File: src/rtl/audio_timing_pkg.sv
// Shared timing constants, state encoding and helpers for the audio output scheduler.
package audio_timing_pkg;

  localparam int unsigned SAMPLE_PERIOD  = 2272;
  localparam int unsigned SUB_PERIOD     = 142;
  localparam int unsigned UPSAMPLE_RATIO = 16;
  localparam int unsigned SAMPLE_W       = 16;
  localparam int unsigned PHASE_W        = $clog2(UPSAMPLE_RATIO);
  localparam int unsigned COUNT_W        = 16;

  typedef enum logic [1:0] {
    ST_IDLE = 2'd0,
    ST_FILL = 2'd1,
    ST_RUN  = 2'd2
  } sched_state_t;

  function automatic logic [COUNT_W-1:0] sat_inc(input logic [COUNT_W-1:0] v);
    return (v == {COUNT_W{1'b1}}) ? v : v + 1'b1;
  endfunction

endpackage

File: src/rtl/sample_scheduler_if.sv
// Source-stream / upsampler-side bus of the sample scheduler.
interface sample_scheduler_if;
  import audio_timing_pkg::*;

  // Handshake: src_data transfers on a rising clk edge where src_valid && src_ready;
  // the source keeps src_valid and src_data stable until that edge.
  logic                enable;
  logic [SAMPLE_W-1:0] src_data;      // two's-complement sample
  logic                src_valid;
  logic                src_ready;
  logic [SAMPLE_W-1:0] up_sample;
  logic                up_sample_valid;
  logic [PHASE_W-1:0]  up_phase;
  logic                phase_strobe;
  logic [COUNT_W-1:0]  underrun_count;
  logic                clear_underrun;
  sched_state_t        dbg_state;

  modport master (
    output enable, src_data, src_valid, clear_underrun,
    input  src_ready, up_sample, up_sample_valid, up_phase, phase_strobe,
           underrun_count, dbg_state
  );

  modport slave (
    input  enable, src_data, src_valid, clear_underrun,
    output src_ready, up_sample, up_sample_valid, up_phase, phase_strobe,
           underrun_count, dbg_state
  );

endinterface

File: src/rtl/sample_scheduler_period_counter.sv
// Wrapping sample-period counter with tick, upsample phase and phase strobe.
module period_counter
  import audio_timing_pkg::*;
#(
  parameter int unsigned PERIOD = SAMPLE_PERIOD,
  parameter int unsigned SUB    = SUB_PERIOD
) (
  input  logic               clk,
  input  logic               rst_n,
  input  logic               active,
  output logic               tick,
  output logic [PHASE_W-1:0] up_phase,
  output logic               phase_strobe
);

  localparam int unsigned CNT_W = $clog2(PERIOD);
  localparam int unsigned SUB_W = (SUB > 1) ? $clog2(SUB) : 1;

  logic [CNT_W-1:0]   cnt_q, cnt_d;
  logic [SUB_W-1:0]   sub_q, sub_d;
  logic [PHASE_W-1:0] ph_q, ph_d;
  logic [PHASE_W-1:0] up_phase_q, up_phase_d;
  logic               strobe_q, strobe_d;

  // Counter sits at zero whenever inactive so the first active cycle is a tick.
  always_comb begin
    cnt_d = '0;
    sub_d = '0;
    ph_d  = '0;
    if (active && (cnt_q != CNT_W'(PERIOD - 1))) begin
      cnt_d = cnt_q + 1'b1;
      if (sub_q == SUB_W'(SUB - 1)) begin
        sub_d = '0;
        ph_d  = ph_q + 1'b1;
      end else begin
        sub_d = sub_q + 1'b1;
        ph_d  = ph_q;
      end
    end
  end

  always_comb begin
    up_phase_d = active ? ph_q : '0;
    strobe_d   = active && (sub_q == '0);
  end

  always_ff @(posedge clk or negedge rst_n) begin
    if (!rst_n) begin
      cnt_q      <= '0;
      sub_q      <= '0;
      ph_q       <= '0;
      up_phase_q <= '0;
      strobe_q   <= 1'b0;
    end else begin
      cnt_q      <= cnt_d;
      sub_q      <= sub_d;
      ph_q       <= ph_d;
      up_phase_q <= up_phase_d;
      strobe_q   <= strobe_d;
    end
  end

  assign tick         = active && (cnt_q == '0);
  assign up_phase     = up_phase_q;
  assign phase_strobe = strobe_q;

endmodule

File: src/rtl/sample_scheduler.sv
// Paces a voice-mixer sample stream into one upsampler sample per period through
// a one-entry buffer, with bypass on tick and a saturating underrun counter.
module sample_scheduler #(
  parameter int unsigned SAMPLE_PERIOD = audio_timing_pkg::SAMPLE_PERIOD,
  parameter int unsigned SUB_PERIOD    = audio_timing_pkg::SUB_PERIOD
) (
  input logic               clk,
  input logic               rst_n,
  sample_scheduler_if.slave bus
);
  import audio_timing_pkg::*;

  sched_state_t        state_q, state_d;
  logic [SAMPLE_W-1:0] buf_q, buf_d;
  logic                buf_full_q, buf_full_d;
  logic [SAMPLE_W-1:0] up_sample_q, up_sample_d;
  logic                valid_q, valid_d;
  logic [COUNT_W-1:0]  underrun_q, underrun_d;
  logic                src_ready, hs, active, tick, underrun;
  logic [PHASE_W-1:0]  up_phase;
  logic                phase_strobe;

  // Dropping enable silences the period logic in the same cycle, so no pulse leaks into IDLE.
  assign active = (state_q == ST_RUN) && bus.enable;
  assign hs     = bus.src_valid && src_ready;

  period_counter #(
    .PERIOD(SAMPLE_PERIOD),
    .SUB   (SUB_PERIOD)
  ) u_period_counter (
    .clk         (clk),
    .rst_n       (rst_n),
    .active      (active),
    .tick        (tick),
    .up_phase    (up_phase),
    .phase_strobe(phase_strobe)
  );

  always_ff @(posedge clk or negedge rst_n) begin
    if (!rst_n) state_q <= ST_IDLE;
    else        state_q <= state_d;
  end

  always_comb begin
    state_d = state_q;
    if (!bus.enable) begin
      state_d = ST_IDLE;
    end else begin
      unique case (state_q)
        ST_IDLE: state_d = ST_FILL;
        ST_FILL: if (hs) state_d = ST_RUN;
        ST_RUN:  state_d = ST_RUN;
        default: state_d = ST_IDLE;
      endcase
    end
  end

  always_comb begin
    src_ready = 1'b0;
    if (bus.enable) begin
      unique case (state_q)
        ST_FILL: src_ready = 1'b1;
        ST_RUN:  src_ready = !buf_full_q || tick;
        default: src_ready = 1'b0;
      endcase
    end
  end

  // Buffer / emit path: on a tick the buffered sample leaves as a new one may enter.
  always_comb begin
    buf_d       = buf_q;
    buf_full_d  = buf_full_q;
    up_sample_d = up_sample_q;
    valid_d     = 1'b0;
    underrun    = 1'b0;
    if (!bus.enable || (state_q == ST_IDLE)) begin
      buf_full_d = 1'b0;
    end else if (state_q == ST_FILL) begin
      if (hs) begin
        buf_d      = bus.src_data;
        buf_full_d = 1'b1;
      end
    end else if (tick) begin
      valid_d = 1'b1;
      if (buf_full_q) begin
        up_sample_d = buf_q;
        buf_full_d  = hs;
        if (hs) buf_d = bus.src_data;
      end else if (hs) begin
        up_sample_d = bus.src_data;
      end else begin
        underrun = 1'b1;
      end
    end else if (hs) begin
      buf_d      = bus.src_data;
      buf_full_d = 1'b1;
    end
  end

  always_comb begin
    underrun_d = underrun_q;
    if (underrun)                underrun_d = bus.clear_underrun ? COUNT_W'(1) : sat_inc(underrun_q);
    else if (bus.clear_underrun) underrun_d = '0;
  end

  always_ff @(posedge clk or negedge rst_n) begin
    if (!rst_n) begin
      buf_q       <= '0;
      buf_full_q  <= 1'b0;
      up_sample_q <= '0;
      valid_q     <= 1'b0;
      underrun_q  <= '0;
    end else begin
      buf_q       <= buf_d;
      buf_full_q  <= buf_full_d;
      up_sample_q <= up_sample_d;
      valid_q     <= valid_d;
      underrun_q  <= underrun_d;
    end
  end

  assign bus.src_ready       = src_ready;
  assign bus.up_sample       = up_sample_q;
  assign bus.up_sample_valid = valid_q;
  assign bus.up_phase        = up_phase;
  assign bus.phase_strobe    = phase_strobe;
  assign bus.underrun_count  = underrun_q;
  assign bus.dbg_state       = state_q;

endmodule

File: src/flat_wrapper.sv
// flat-port wrapper written by rule: the top's interface ports become plain ports
module sample_scheduler_flat import audio_timing_pkg::*;
#(
  parameter int unsigned SAMPLE_PERIOD = audio_timing_pkg::SAMPLE_PERIOD,
  parameter int unsigned SUB_PERIOD    = audio_timing_pkg::SUB_PERIOD
)
  (clk, rst_n, bus_enable, bus_src_data, bus_src_valid, bus_clear_underrun, bus_src_ready, bus_up_sample, bus_up_sample_valid, bus_up_phase, bus_phase_strobe, bus_underrun_count, bus_dbg_state);
  sample_scheduler_if bus_i ();
  input logic clk;
  input logic rst_n;
  input wire logic [$bits(bus_i.enable)-1:0] bus_enable;
  input wire logic [$bits(bus_i.src_data)-1:0] bus_src_data;
  input wire logic [$bits(bus_i.src_valid)-1:0] bus_src_valid;
  input wire logic [$bits(bus_i.clear_underrun)-1:0] bus_clear_underrun;
  output wire logic [$bits(bus_i.src_ready)-1:0] bus_src_ready;
  output wire logic [$bits(bus_i.up_sample)-1:0] bus_up_sample;
  output wire logic [$bits(bus_i.up_sample_valid)-1:0] bus_up_sample_valid;
  output wire logic [$bits(bus_i.up_phase)-1:0] bus_up_phase;
  output wire logic [$bits(bus_i.phase_strobe)-1:0] bus_phase_strobe;
  output wire logic [$bits(bus_i.underrun_count)-1:0] bus_underrun_count;
  output wire logic [$bits(bus_i.dbg_state)-1:0] bus_dbg_state;
  assign bus_i.enable = bus_enable;
  assign bus_i.src_data = bus_src_data;
  assign bus_i.src_valid = bus_src_valid;
  assign bus_i.clear_underrun = bus_clear_underrun;
  assign bus_src_ready = bus_i.src_ready;
  assign bus_up_sample = bus_i.up_sample;
  assign bus_up_sample_valid = bus_i.up_sample_valid;
  assign bus_up_phase = bus_i.up_phase;
  assign bus_phase_strobe = bus_i.phase_strobe;
  assign bus_underrun_count = bus_i.underrun_count;
  assign bus_dbg_state = bus_i.dbg_state;
  sample_scheduler #(.SAMPLE_PERIOD(SAMPLE_PERIOD), .SUB_PERIOD(SUB_PERIOD)) u_core (.clk(clk), .rst_n(rst_n), .bus(bus_i));
endmodule
File: config.mk
export PLATFORM = sky130hd
export DESIGN_NAME = sample_scheduler_flat
export DESIGN_NICKNAME = d
export VERILOG_FILES = /design/src/rtl/audio_timing_pkg.sv /design/src/rtl/sample_scheduler_if.sv /design/src/rtl/sample_scheduler_period_counter.sv /design/src/rtl/sample_scheduler.sv /design/src/flat_wrapper.sv
export SDC_FILE = /design/constraint.sdc
export NUM_CORES = 1
export LEC_CHECK = 0
export BUFFER_PORTS_ARGS = -buffer_cell sky130_fd_sc_hd__buf_2
export CORE_MARGIN = 3
export CORE_UTILIZATION = 59
export CTS_BUF_LIST = sky130_fd_sc_hd__clkbuf_2 sky130_fd_sc_hd__clkbuf_4 sky130_fd_sc_hd__clkbuf_8
export DETAILED_ROUTE_END_ITERATION = 6
export PLACE_DENSITY = 0.83
export SLEW_MARGIN = 20
export SYNTH_ARGS = -nofsm -noshare
export SYNTH_HDL_FRONTEND = slang
export SYNTH_SLANG_ARGS = --single-unit
File: constraint.sdc
create_clock -name clk -period 2.5 [get_ports clk]
set_input_delay 0.5 -clock clk [delete_from_list [all_inputs] [get_ports clk]]
set_output_delay 0.5 -clock clk [all_outputs]
set_load 0.01 [all_outputs]
# After elaboration in Yosys (flattened, before gate mapping)
# Cells that the tools add are included.
# op_classes
eq_ne	9
bitwise	2
reduce_logical	17
add_sub_neg	4
mux	34
# op_table
cell	n
16-bit 2-to-1 mux	10
16-bit by 1-bit adder with 16-bit output (second input constant)	1
16-bit == test (second input constant)	1
8-bit 2-to-1 mux	2
1-bit 2-to-1 mux	14
12-bit by 1-bit adder with 12-bit output (second input constant)	1
12-bit zero test	1
12-bit 2-to-1 mux	1
4-bit 2-to-1 mux	3
12-bit inequality test (second input constant)	1
8-bit by 1-bit adder with 8-bit output (second input constant)	1
8-bit == test (second input constant)	1
8-bit zero test	1
3-bit by 2-bit inequality test with 1-bit output (second input constant)	2
2-bit one-hot mux with 3 select lines	1
1-bit logical AND	5
4-bit by 1-bit adder with 4-bit output (second input constant)	1
2-bit 2-to-1 mux	2
2-bit AND reduction	2
4-bit AND reduction	1
2-bit nonzero test	2
2-bit by 1-bit == test with 1-bit output (second input constant)	1
2-bit == test (second input constant)	1
1-bit zero test	2
6 further kinds	8
# word_totals
ff_bits	81
input_bits	21

# Depth between registers and ports, before layout
# Gate-level depths: netlist of the first run.
# depth
depth_word	14
mapped_depth	10
ltp_nobuf	7

# By module
# Synthesis of the first run repeated with hierarchy kept, for this count alone.
# hier_totals
hier_cells	379
hier_area_um2	4015.1
# modules_own_cells
mod	instances	seq_area_each_um2	area_each_um2	cells_per_inst
sample_scheduler	1	1301.2	2637.5	244
period_counter	1	725.7	1377.6	135

# Least setup slack after synthesis of the first run
# No wires, ideal clock.
# synth_path
path_kind	register -> register
startpoint	register u_core.state_q[1], in the netlist u_core.bus.dbg_state[1]
endpoint	register u_core.underrun_q[11], in the netlist u_core.bus.underrun_count[11]
setup_time_ns	0.136
required_ns	2.364
synth_period_minus_slack_ns	2.395
path_slack_ns	0.105
t_arrival_ns	2.259
path_stages_with_launch	11
path_cell_list	dfrtp_1 inv_1 ha_1 clkbuf_1 and4bb_2 nand4_2 or2_1 buf_6 buf_2 o41ai_1 a21oi_1
# synth_via
elab_chain_len	14
# synth_lines
item	line	rtl
start: declaration	sample_scheduler.sv:13	sched_state_t state_q, state_d;
start signal: assignment	sample_scheduler.sv:41	else state_q <= state_d;
2-bit == test	sample_scheduler.sv:24, sample_scheduler.sv:61	
1-bit logical AND	sample_scheduler.sv:24	assign active = (state_q == ST_RUN) && bus.enable;
1-bit logical AND	sample_scheduler_period_counter.sv:63	assign tick = active && (cnt_q == '0);
1-bit logical OR	sample_scheduler.sv:63	ST_RUN: src_ready = !buf_full_q || tick;
1-bit one-hot mux with 2 select lines	sample_scheduler.sv:61	unique case (state_q)
1-bit 2-to-1 mux	sample_scheduler.sv:60	if (bus.enable) begin
1-bit logical AND	sample_scheduler.sv:25	assign hs = bus.src_valid && src_ready;
1-bit 2-to-1 mux	sample_scheduler.sv:89	end else if (hs) begin
1-bit 2-to-1 mux	sample_scheduler.sv:85	if (buf_full_q) begin
1-bit 2-to-1 mux	sample_scheduler.sv:83	end else if (tick) begin
1-bit 2-to-1 mux	sample_scheduler.sv:78	end else if (state_q == ST_FILL) begin
1-bit 2-to-1 mux (*)	sample_scheduler.sv:76	if (!bus.enable || (state_q == ST_IDLE)) begin
2-bit nonzero test (no source line)	n/a	
2-bit AND reduction (no source line)	n/a	
end signal: assignment	sample_scheduler.sv:118	underrun_q <= underrun_d;
end: declaration	sample_scheduler.sv:18	logic [COUNT_W-1:0] underrun_q, underrun_d;
# Mark *: on every way between the ends. The rest lies on a longest branch, timed or not.
# A chain may end at the register's enable or synchronous reset.

# Final worst setup path of the first run
# layout_path
startpoint	register u_core.state_q[0], in the netlist u_core.bus.dbg_state[0]
endpoint	register u_core.underrun_q[5], in the netlist u_core.bus.underrun_count[5]
# The elaborated chain is that of the path after synthesis.

==> results of run 1 <==
## power by group through the flow
| stage | clock (mW) | combinational [mW] | sequential, mW |
|---|---|---|---|
| floorplan | 0 | 0.372 | 1.68 |
| global placement | 0 | 0.626 | 1.64 |
| detailed placement | 0 | 0.657 | 1.66 |
| CTS | 0.916 | 0.659 | 1.63 |
| global route | 0.970 | 0.732 | 1.67 |
| finish | 0.902 | 0.651 | 1.63 |
## routing by layer
layer / GRT usage (%) / vias to the layer above / share of wire (%)
met5: 0 / - / 0
met4: 9.62 / 0 / 1.1
met3: 3.67 / 10 / 5.1
met2: 35.0 / 75 / 49
met1: 28.9 / 1462 / 45
li1: - / 1460 / -
## area by class of cell
type	instances	share of cell area, %
multi-input cells	267	39.4
repair buffers	72	9.08
clock buffers	10	3.01
flip-flops and latches	81	44.3
inverters	12	0.984
well taps	77	2.11
clock inverters	6	1.09
## Yosys cell counts (all sizes together), types with 4 or more instances
cell | count | area [µm²]
a21oi | 28 | 140
and3 | 13 | 81.3
and4 | 4 | 35.0
buf | 7 | 36.3
clkbuf | 13 | 48.8
dfrtp | 81 | 2030
ha | 11 | 138
inv | 12 | 45.0
mux2 | 18 | 203
mux2i | 17 | 170
nand2 | 18 | 67.6
nand3 | 17 | 85.1
nand4 | 11 | 75.1
nor2 | 53 | 199
nor4 | 6 | 67.6
o21ai | 7 | 35.0
o31ai | 6 | 45.0
or4 | 7 | 52.6
xnor2 | 10 | 87.6
xor2 | 12 | 105
## worst max path at each step
stage	end	cells past startpoint
finish	u_core.bus.underrun_count[5]	7
global route	u_core.bus.underrun_count[3]	7
floorplan	u_core.bus.underrun_count[11]	10
CTS	u_core.bus.underrun_count[5]	7
detailed placement	u_core.bus.underrun_count[5]	7
global placement	u_core.bus.underrun_count[9]	7
## through the flow
step,utilization [%],std cells
4_1_cts,71.2,525
3_3_place_gp,68.2,509
6_report,71.2,525
5_1_grt,71.2,525
3_5_place_dp,68.2,509
2_1_floorplan,-,380
## kinds of logic after synthesis
family / Yosys count
and+or+nand+nor: 149
DFF: 81
AOI/OAI and AO/OA: 50
muxes: 35
buffers and inverters: 32
xor gates and xnor gates: 22
adders and majority gates: 11
## registers in the layout, indices dropped and copies added, names as in the netlist
signal                                flops
u_core.bus.underrun_count                16
u_core.u_period_counter.phase_strobe      1
u_core.u_period_counter.up_phase          4
u_core.buf_full_q                         1
u_core.u_period_counter.cnt_q            12
u_core.bus.dbg_state                      2
u_core.bus.up_sample                     16
u_core.buf_q                             16
u_core.u_period_counter.ph_q              4
u_core.u_period_counter.sub_q             8
u_core.bus.up_sample_valid                1
==> flow_metrics.env, run 1 <==
export IMPL_status="finished clean"
export IMPL_synth_edff_count=0
export IMPL_gp_congestion=0.830
export IMPL_cap_violations=0
export IMPL_layout_nets=475
export IMPL_worst_slack_ps=160
export IMPL_fmax_mhz=427
export IMPL_dpl_cell_area_mm2=0.00438
export IMPL_start_util_pct=61.6
export IMPL_reg2regPathDepth=7
export IMPL_synthesis_nets=412
export IMPL_synthMuxAreaShare_pct=9.42
export IMPL_period_share_pct=93.6
export IMPL_ios=62
export IMPL_critPathMaxFanout=19
export IMPL_ant_nets=0
export IMPL_totalWireLength_mm=7.81
export IMPL_r2r_setup_slack_ps=160
export IMPL_synth_seq_area_share_pct=51.2
export IMPL_post_cts_setup_buffers=0
export IMPL_clkPwrFrac_pct=28.3
export IMPL_power_density_mw_per_mm2=696
export IMPL_arrival_ps=2630
export IMPL_pre_cts_ws_ps=78.7
export IMPL_setup_viol=0
export IMPL_yosys_area_share_simple_pct=20.3
export IMPL_fin_crit_ps=2340
export IMPL_multi_input_area_mm2=0.00180
export IMPL_hp_class="in -> async"
export IMPL_antenna_found_initial=0
export IMPL_leakagePower_nw=2.16
export IMPL_yosys_area_share_adder_pct=3.48
export IMPL_die_h_um=87.9
export IMPL_netlist_area_mm2=0.00396
export IMPL_first_pass_iters=4
export IMPL_die_width_um=87.9
export IMPL_synth_seq_cells=81
export IMPL_cts_root_buf="clkbuf_8"
export IMPL_path_buf_inv=1
export IMPL_cp_startpoint="u_core.bus.dbg_state[0]"
export IMPL_final_common_cell="dfrtp_1"
export IMPL_slew_violations=0
export IMPL_cts_made_buffers=9
export IMPL_syn2layout_area_growth_pct=15.7
export IMPL_track_usage_pct=21.7
export IMPL_skew_ps=14.2
export IMPL_p_sw_mw=0.963
export IMPL_grt_pass1_vias=2839
export IMPL_hold_viol=0
export IMPL_synth_compound_area_share_pct=7.37
export IMPL_drt_initial_drc_count=165
export IMPL_cts_hold_buffers=0
export IMPL_fill_cells=476
export IMPL_p_sw_share_pct=30.3
export IMPL_synth_top_family_by_area="simple AND/OR/NAND/NOR gates"
export IMPL_dieArea_mm2=0.00772
export IMPL_rows=29
export IMPL_path_cells="inv_1, ha_1, and4bb_2, nand4_2, or2_2, or4_1, a21oi_1"
export IMPL_rsz0062_at_grt="no"
export IMPL_hold_slack_ps=94.0
export IMPL_drive_gt1_share_pct=25.2
export IMPL_core_area_mm2=0.00642
export IMPL_crit_reg2reg_launch="u_core.bus.dbg_state[0]"
export IMPL_cts_buffer_depth=2
export IMPL_p_int_mw=2.22
export IMPL_syn_avg_cell_area_um2=10.4
export IMPL_fin_area_mm2=0.00458
export IMPL_synthFlopType="dfrtp_1"
export IMPL_p_total_mw=3.18
export IMPL_cts_sinks=81
export IMPL_cp_slowest_cell="or4_1"
export IMPL_hpwl_mm=5.59
export IMPL_required_ps=2790
export IMPL_async_reset_ff_share_pct=100
export IMPL_tritoncts="done"
export IMPL_slowest_delay_ps=550
export IMPL_cts_max_level=3
export IMPL_n_antenna_cell=0
export IMPL_clkLatencyLatePin_ps=360
export IMPL_critical_path_class="reg -> reg"
export IMPL_worstSetupStartpointType="flip-flop"
export IMPL_globalRouteOverflowTotal=0
export IMPL_end_kind="flip-flop"
export IMPL_tightest_slew_ps=544
export IMPL_grt_max_degree=38
export IMPL_drc=0
export IMPL_cts_resized=0
export IMPL_vias=3007
export IMPL_p_comb_share_pct=20.5
export IMPL_synth_xor_area_share_pct=4.87
export IMPL_reg2reg_to="u_core.bus.underrun_count[5]"
export IMPL_peakVddDrop_v=0.000452
export IMPL_wl_per_cell_um=14.9
export IMPL_mostFrequentLayoutCells="81 x dfrtp_1, 60 x buf_2, 53 x nor2_1, 28 x a21oi_1"
export IMPL_viasPerCell=5.73
export IMPL_setup_tns_ps=0
export IMPL_ys_types=42
export IMPL_grt_pass1_wl_mm=13.1
export IMPL_seqPwrFrac_pct=51.2
export IMPL_maxSlewHeadroom_pct=63.8
export IMPL_synth_cells=380
export IMPL_seqCellArea_mm2=0.00203
export IMPL_path_clk_slew_ps=90
export IMPL_portBuffers=61
export IMPL_ys_warn_count=0
export IMPL_cpLargestDelayFamily="simple AND/OR/NAND/NOR gates"
Note: power is estimated with default switching activity, not from simulation.
==> run 2: changes to the inputs <==
--- a/config.mk
+++ b/config.mk
@@ -5,12 +5,11 @@
 export SDC_FILE = /design/constraint.sdc
 export NUM_CORES = 1
 export LEC_CHECK = 0
-export BUFFER_PORTS_ARGS = -buffer_cell sky130_fd_sc_hd__buf_2
 export CORE_MARGIN = 3
-export CORE_UTILIZATION = 59
-export CTS_BUF_LIST = sky130_fd_sc_hd__clkbuf_2 sky130_fd_sc_hd__clkbuf_4 sky130_fd_sc_hd__clkbuf_8
+export CORE_UTILIZATION = 61
 export DETAILED_ROUTE_END_ITERATION = 6
-export PLACE_DENSITY = 0.83
+export DONT_BUFFER_PORTS = 1
+export PLACE_DENSITY = 0.77
 export SLEW_MARGIN = 20
 export SYNTH_ARGS = -nofsm -noshare
 export SYNTH_HDL_FRONTEND = slang
==> flow_metrics.env, run 2 (same netlist as run 1, synthesis figures left out) <==
export IMPL_status="finished clean"
export IMPL_required_ps=2770
export IMPL_gp_congestion=0.807
export IMPL_start_util_pct=64.9
export IMPL_hold_viol=0
export IMPL_drc=0
export IMPL_drt_initial_drc_count=147
export IMPL_fill_cells=474
export IMPL_p_int_mw=2.11
export IMPL_slew_violations=0
export IMPL_path_cells="inv_1, ha_1, and4bb_2, nand4_2, or2_4, or4_1, a21oi_1"
export IMPL_p_sw_share_pct=28.9
export IMPL_p_comb_share_pct=17.4
export IMPL_wl_per_cell_um=16.5
export IMPL_clkLatencyLatePin_ps=350
export IMPL_tritoncts="done"
export IMPL_p_total_mw=2.97
export IMPL_wl_met2_mm=3.59
export IMPL_grt_max_degree=82
export IMPL_post_cts_setup_buffers=0
export IMPL_layout_nets=414
export IMPL_n_antenna_cell=0
export IMPL_dpl_cell_area_mm2=0.00404
export IMPL_hp_class="in -> async"
export IMPL_end_kind="flip-flop"
export IMPL_first_pass_iters=5
export IMPL_seqCellArea_mm2=0.00203
export IMPL_track_usage_pct=21.4
export IMPL_multi_input_area_mm2=0.00181
export IMPL_final_core_util_pct=69.3
export IMPL_skew_ps=5.84
export IMPL_cts_made_buffers=9
export IMPL_critical_path_class="reg -> reg"
export IMPL_grt_pass1_wl_mm=12.7
export IMPL_setup_viol=0
export IMPL_mostFrequentLayoutCells="81 x dfrtp_1, 53 x nor2_1, 28 x a21oi_1, 18 x nand2_1, 18 x mux2_2"
export IMPL_cts_buffer_depth=2
export IMPL_vias=2804
export IMPL_slowest_delay_ps=530
export IMPL_die_width_um=86.5
export IMPL_arrival_ps=2520
export IMPL_critPathMaxFanout=19
export IMPL_maxSlewHeadroom_pct=64.9
export IMPL_worstSetupStartpointType="flip-flop"
export IMPL_rows=28
export IMPL_die_h_um=86.5
export IMPL_leakagePower_nw=1.84
export IMPL_syn2layout_area_growth_pct=6.77
export IMPL_ant_nets=0
export IMPL_portBuffers=0
export IMPL_fmax_mhz=445
export IMPL_totalWireLength_mm=7.55
export IMPL_cp_slowest_cell="or4_1"
export IMPL_wl_met3_um=540
export IMPL_core_area_mm2=0.00610
export IMPL_grt_pass1_vias=2766
export IMPL_peakVddDrop_v=0.000507
export IMPL_drive_gt1_share_pct=12.5
export IMPL_ios=62
export IMPL_antenna_found_initial=0
export IMPL_cts_max_level=3
export IMPL_wl_met1_mm=3.32
export IMPL_clkPwrFrac_pct=26.1
export IMPL_tightest_slew_ps=527
export IMPL_rsz0062_at_grt="no"
export IMPL_cts_sinks=81
export IMPL_final_common_cell="dfrtp_1"
export IMPL_power_density_mw_per_mm2=703
export IMPL_fin_crit_ps=2250
export IMPL_hpwl_mm=5.05
export IMPL_dieArea_mm2=0.00749
export IMPL_path_clk_slew_ps=70
export IMPL_fin_area_mm2=0.00422
export IMPL_p_sw_mw=0.857
export IMPL_seqPwrFrac_pct=56.5
export IMPL_cts_root_buf="clkbuf_8"
export IMPL_hold_slack_ps=41.7
export IMPL_period_share_pct=89.8
export IMPL_setup_tns_ps=0
export IMPL_cap_violations=0
export IMPL_viasPerCell=6.11
export IMPL_globalRouteOverflowTotal=0
export IMPL_top_layer="met4"
-- run 2: path summary, 6_finish.rpt --
path                                                   from                                   end  slack (ps)  depth (start not counted)
setup / recovery                    u_core.bus.dbg_state[0]          u_core.bus.underrun_count[3]         250                          7
hold / removal                                        rst_n                     u_core.buf_full_q          40                          1
setup reg to reg                    u_core.bus.dbg_state[0]          u_core.bus.underrun_count[3]         250                          7
hold reg to reg            u_core.u_period_counter.sub_q[3]  u_core.u_period_counter.phase_strobe         490                          1
max in group asynchronous                             rst_n      u_core.u_period_counter.sub_q[0]        2150                          1
min in group clk                         bus_clear_underrun          u_core.bus.underrun_count[3]         210                          1
-- run 2: final cells by class --
| cell class | instances | area share [%] |
|---|---|---|
| multi-input combinational | 267 | 42.8 |
| sequential | 81 | 48.0 |
| inverter | 12 | 1.07 |
| clock buffer | 10 | 3.02 |
| timing repair buffer | 11 | 2.43 |
| clock inverter | 3 | 0.504 |
| tap | 75 | 2.22 |
-- run 2: critical path: cells and delay by family (launching register included) --
kind	cells	cell delay (ps)
and+or+nand+nor	4	1310
DFF	1	390
adders and majority gates	1	220
AOI/OAI and AO/OA	1	150
buffers and inverters	1	90
-- run 2: routing by layer --
| layer | vias to the layer above | global-route usage (%) |
|---|---|---|
| li1 | 1335 | - |
| met4 | 0 | 7.93 |
| met1 | 1378 | 27.7 |
| met3 | 10 | 6.84 |
| met5 | - | 0 |
| met2 | 81 | 33.9 |
-- run 2: power groups by stage --
stage                     sequential, mW  clock, mW  combinational [mW]
after floorplan                     1.68          0               0.372
after global placement              1.69          0               0.461
after detailed placement            1.71          0               0.486
after CTS                           1.68      0.795               0.520
after global routing                1.71      0.855               0.597
final                               1.68      0.775               0.517
-- run 2: per-stage QoR --
stage / cells / worst slack, ps
6_report: 459 / 254
4_1_cts: 459 / 122
5_1_grt: 459 / 88.2
3_3_place_gp: 445 / 238
2_1_floorplan: 380 / 105
3_5_place_dp: 445 / 144
-- run 2: what timing repair did --
action	CTS	global route
endpoints found under the hold margin	81	0
hold buffers	1	0
setup endpoints to repair	0	8
gates resized for setup	0	3
==> run 3: changes to the inputs <==
--- a/config.mk
+++ b/config.mk
@@ -5,6 +5,7 @@
 export SDC_FILE = /design/constraint.sdc
 export NUM_CORES = 1
 export LEC_CHECK = 0
+export ABC_AREA = 1
 export CORE_MARGIN = 3
 export CORE_UTILIZATION = 61
 export DETAILED_ROUTE_END_ITERATION = 6
==> flow_metrics.env, run 3 <==
export IMPL_slew_violations=0
export IMPL_cts_max_level=3
export IMPL_drive_gt1_share_pct=11.9
export IMPL_synth_seq_cells=81
export IMPL_dp_cells=554
export IMPL_drt_initial_drc_count=146
export IMPL_track_usage_pct=23.2
export IMPL_tritoncts="done"
export IMPL_gp_congestion=0.881
export IMPL_critPathMaxFanout=4
export IMPL_end_kind="output pin"
export IMPL_r2r_setup_slack_ps=250
export IMPL_cts_sinks=81
export IMPL_n_antenna_cell=0
export IMPL_layout_nets=522
export IMPL_cts_buffer_depth=2
export IMPL_totalWireLength_mm=8.67
export IMPL_drc=0
export IMPL_status="finished clean"
export IMPL_synthFlopType="dfrtp_1"
export IMPL_grt_pass1_wl_mm=14.4
export IMPL_hold_viol=0
export IMPL_dieArea_mm2=0.00790
export IMPL_mostFrequentLayoutCells="113 x nand2_1, 81 x dfrtp_1, 46 x inv_1, 46 x nor2_1, 44 x nand3_1"
export IMPL_core_area_mm2=0.00649
export IMPL_async_reset_ff_share_pct=100
export IMPL_synth_seq_area_share_pct=48.4
export IMPL_viasPerCell=5.72
export IMPL_synthTopCellsByCount="113 x nand2_1, 81 x dfrtp_1, 46 x inv_1, 46 x nor2_1, 44 x nand3_1"
export IMPL_cts_made_buffers=9
export IMPL_hold_slack_ps=23.6
export IMPL_path_buf_inv=2
export IMPL_synth_top_cell_area_share_pct=48.4
export IMPL_ys_types=37
export IMPL_final_common_cell="nand2_1"
export IMPL_wl_per_cell_um=15.1
export IMPL_cts_root_buf="clkbuf_8"
export IMPL_post_cts_setup_buffers=0
export IMPL_grt_max_degree=82
export IMPL_cpLargestDelayFamily="flip-flops"
export IMPL_tightest_slew_ps=677
export IMPL_ant_nets=0
export IMPL_leakagePower_nw=2.05
export IMPL_synthesis_nets=512
export IMPL_first_pass_iters=5
export IMPL_rsz0062_at_grt="no"
export IMPL_path_cells="inv_1, ha_1, nand2_2, inv_2, nand2_2, nor2_2, nand2_1, nand2_1, nand2_1, a21oi_2"
export IMPL_required_ps=2000
export IMPL_syn2layout_area_growth_pct=7.08
export IMPL_globalRouteOverflowTotal=0
export IMPL_peakVddDrop_v=0.000585
export IMPL_synth_edff_count=0
export IMPL_crit_reg2reg_launch="u_core.bus.dbg_state[0]"
export IMPL_maxSlewHeadroom_pct=54.7
export IMPL_hpwl_mm=6.10
export IMPL_fin_cells=572
export IMPL_fmax_mhz=430
export IMPL_cap_violations=0
export IMPL_yosys_top_cells_area="dfrtp_1 48%, nand2_1 10%, nand3_1 5.3%"
export IMPL_reg2regPathDepth=16
export IMPL_power_density_mw_per_mm2=671
export IMPL_clkLatencyLatePin_ps=350
export IMPL_ios=62
export IMPL_synth_largest_area_cell="dfrtp_1"
export IMPL_start_util_pct=64.5
export IMPL_syn_avg_cell_area_um2=8.73
export IMPL_hp_class="in -> async"
export IMPL_reg2reg_to="u_core.buf_q[3]"
export IMPL_slowest_delay_ps=440
export IMPL_antenna_found_initial=0
export IMPL_arrival_ps=1830
export IMPL_crit_path_frequent_cell="nand2_1"
export IMPL_synth_cells=480
export IMPL_critical_path_class="reg -> out"
export IMPL_grt_pass1_vias=3142
export IMPL_die_h_um=88.9
export IMPL_fin_crit_ps=2330
export IMPL_cp_slowest_cell="dfrtp_1"
export IMPL_ys_warn_count=0
export IMPL_worst_slack_ps=173
export IMPL_worstSetupStartpointType="flip-flop"
export IMPL_setup_viol=0
export IMPL_pre_cts_ws_ps=-0.933
export IMPL_period_share_pct=93.1
export IMPL_yosysMostFrequentCell="nand2_1"
export IMPL_skew_ps=9.25
export IMPL_path_clk_slew_ps=80
export IMPL_portBuffers=0
export IMPL_vias=3274
export IMPL_rows=29
export IMPL_die_width_um=88.9
export IMPL_netlist_area_mm2=0.00419
[run 3: changes by cell type after synthesis, moves of 17 or more]
| cell | change |
|---|---|
| a21oi_1 | -17 |
| inv_1 | +34 |
| mux2_2 | -18 |
| nand3_1 | +27 |
| o21ai_2 | +17 |
| nand2_1 | +95 |
[run 3: through the flow]
| step | power (mW) | instance area (µm²) | setup TNS, ps | utilization, % |
|---|---|---|---|---|
| after floorplan | 2.00 | 4190 | 0 | - |
| after global placement | 2.10 | 4260 | 0 | 65.6 |
| after detailed placement | 2.14 | 4260 | -0.933 | 65.6 |
| after CTS | 3.02 | 4470 | 0 | 68.9 |
| after global routing | 3.20 | 4490 | 0 | 69.1 |
| final | 3.01 | 4490 | 0 | 69.1 |
[run 3: power breakdown]
group	switching (mW)	internal [mW]	total, mW
registers	0.118	1.47	1.59
logic	0.373	0.191	0.564
clock network	0.470	0.387	0.856
total	0.961	2.05	3.01
[run 3: worst max-delay path by stage]
stage	startpoint	depth (start not counted)	end	slack, ps
finish	u_core.bus.dbg_state[0]	10	bus_src_ready	170
global route	u_core.bus.dbg_state[0]	10	bus_src_ready	40
CTS	u_core.bus.dbg_state[0]	14	u_core.bus.up_sample[1]	20
detailed placement	u_core.bus.dbg_state[0]	15	u_core.bus.up_sample[6]	-0.9
global placement	u_core.bus.dbg_state[0]	15	u_core.bus.up_sample[1]	120
floorplan	u_core.bus.dbg_state[0]	16	u_core.bus.up_sample[11]	560
[run 3: area by class of cell]
type                    count  area (µm²)
clock buffers              10         138
clock inverters             6        41.3
fillers                   493        2010
inverters                  50         193
multi-input cells         339        1900
flip-flops and latches     81        2030
well taps                  77        96.3
repair buffers              9        87.6
[run 3: cell families (layout without fill, tap and decap cells)]
family / Yosys count / in the layout / share of synthesized area, %
buffers and inverters: 61 / 75 / 6.66
AND/OR/NAND/NOR: 244 / 244 / 26.4
XOR/XNOR: 11 / 11 / 2.30
AO/OA/AOI/OAI: 56 / 57 / 9.11
multiplexers: 16 / 16 / 3.82
flip-flops: 81 / 81 / 48.4
adder cells (fa/ha/maj): 11 / 11 / 3.29
[run 3: what timing repair did]
item / CTS / global route
gates cloned: 1 / 0
hold buffers: 1 / 0
endpoints found under the hold margin: 81 / 0
gates resized for setup: 0 / 2
setup endpoints to repair: 4 / 17
pin swaps: 1 / 0
[run 3: layer usage]
| metal | track usage (%) | share of wire [%] |
|---|---|---|
| met3 | 6.61 | 8.3 |
| met4 | 8.38 | 1.5 |
| met5 | 0 | 0 |
| met2 | 36.9 | 46 |
| met1 | 30.4 | 44 |
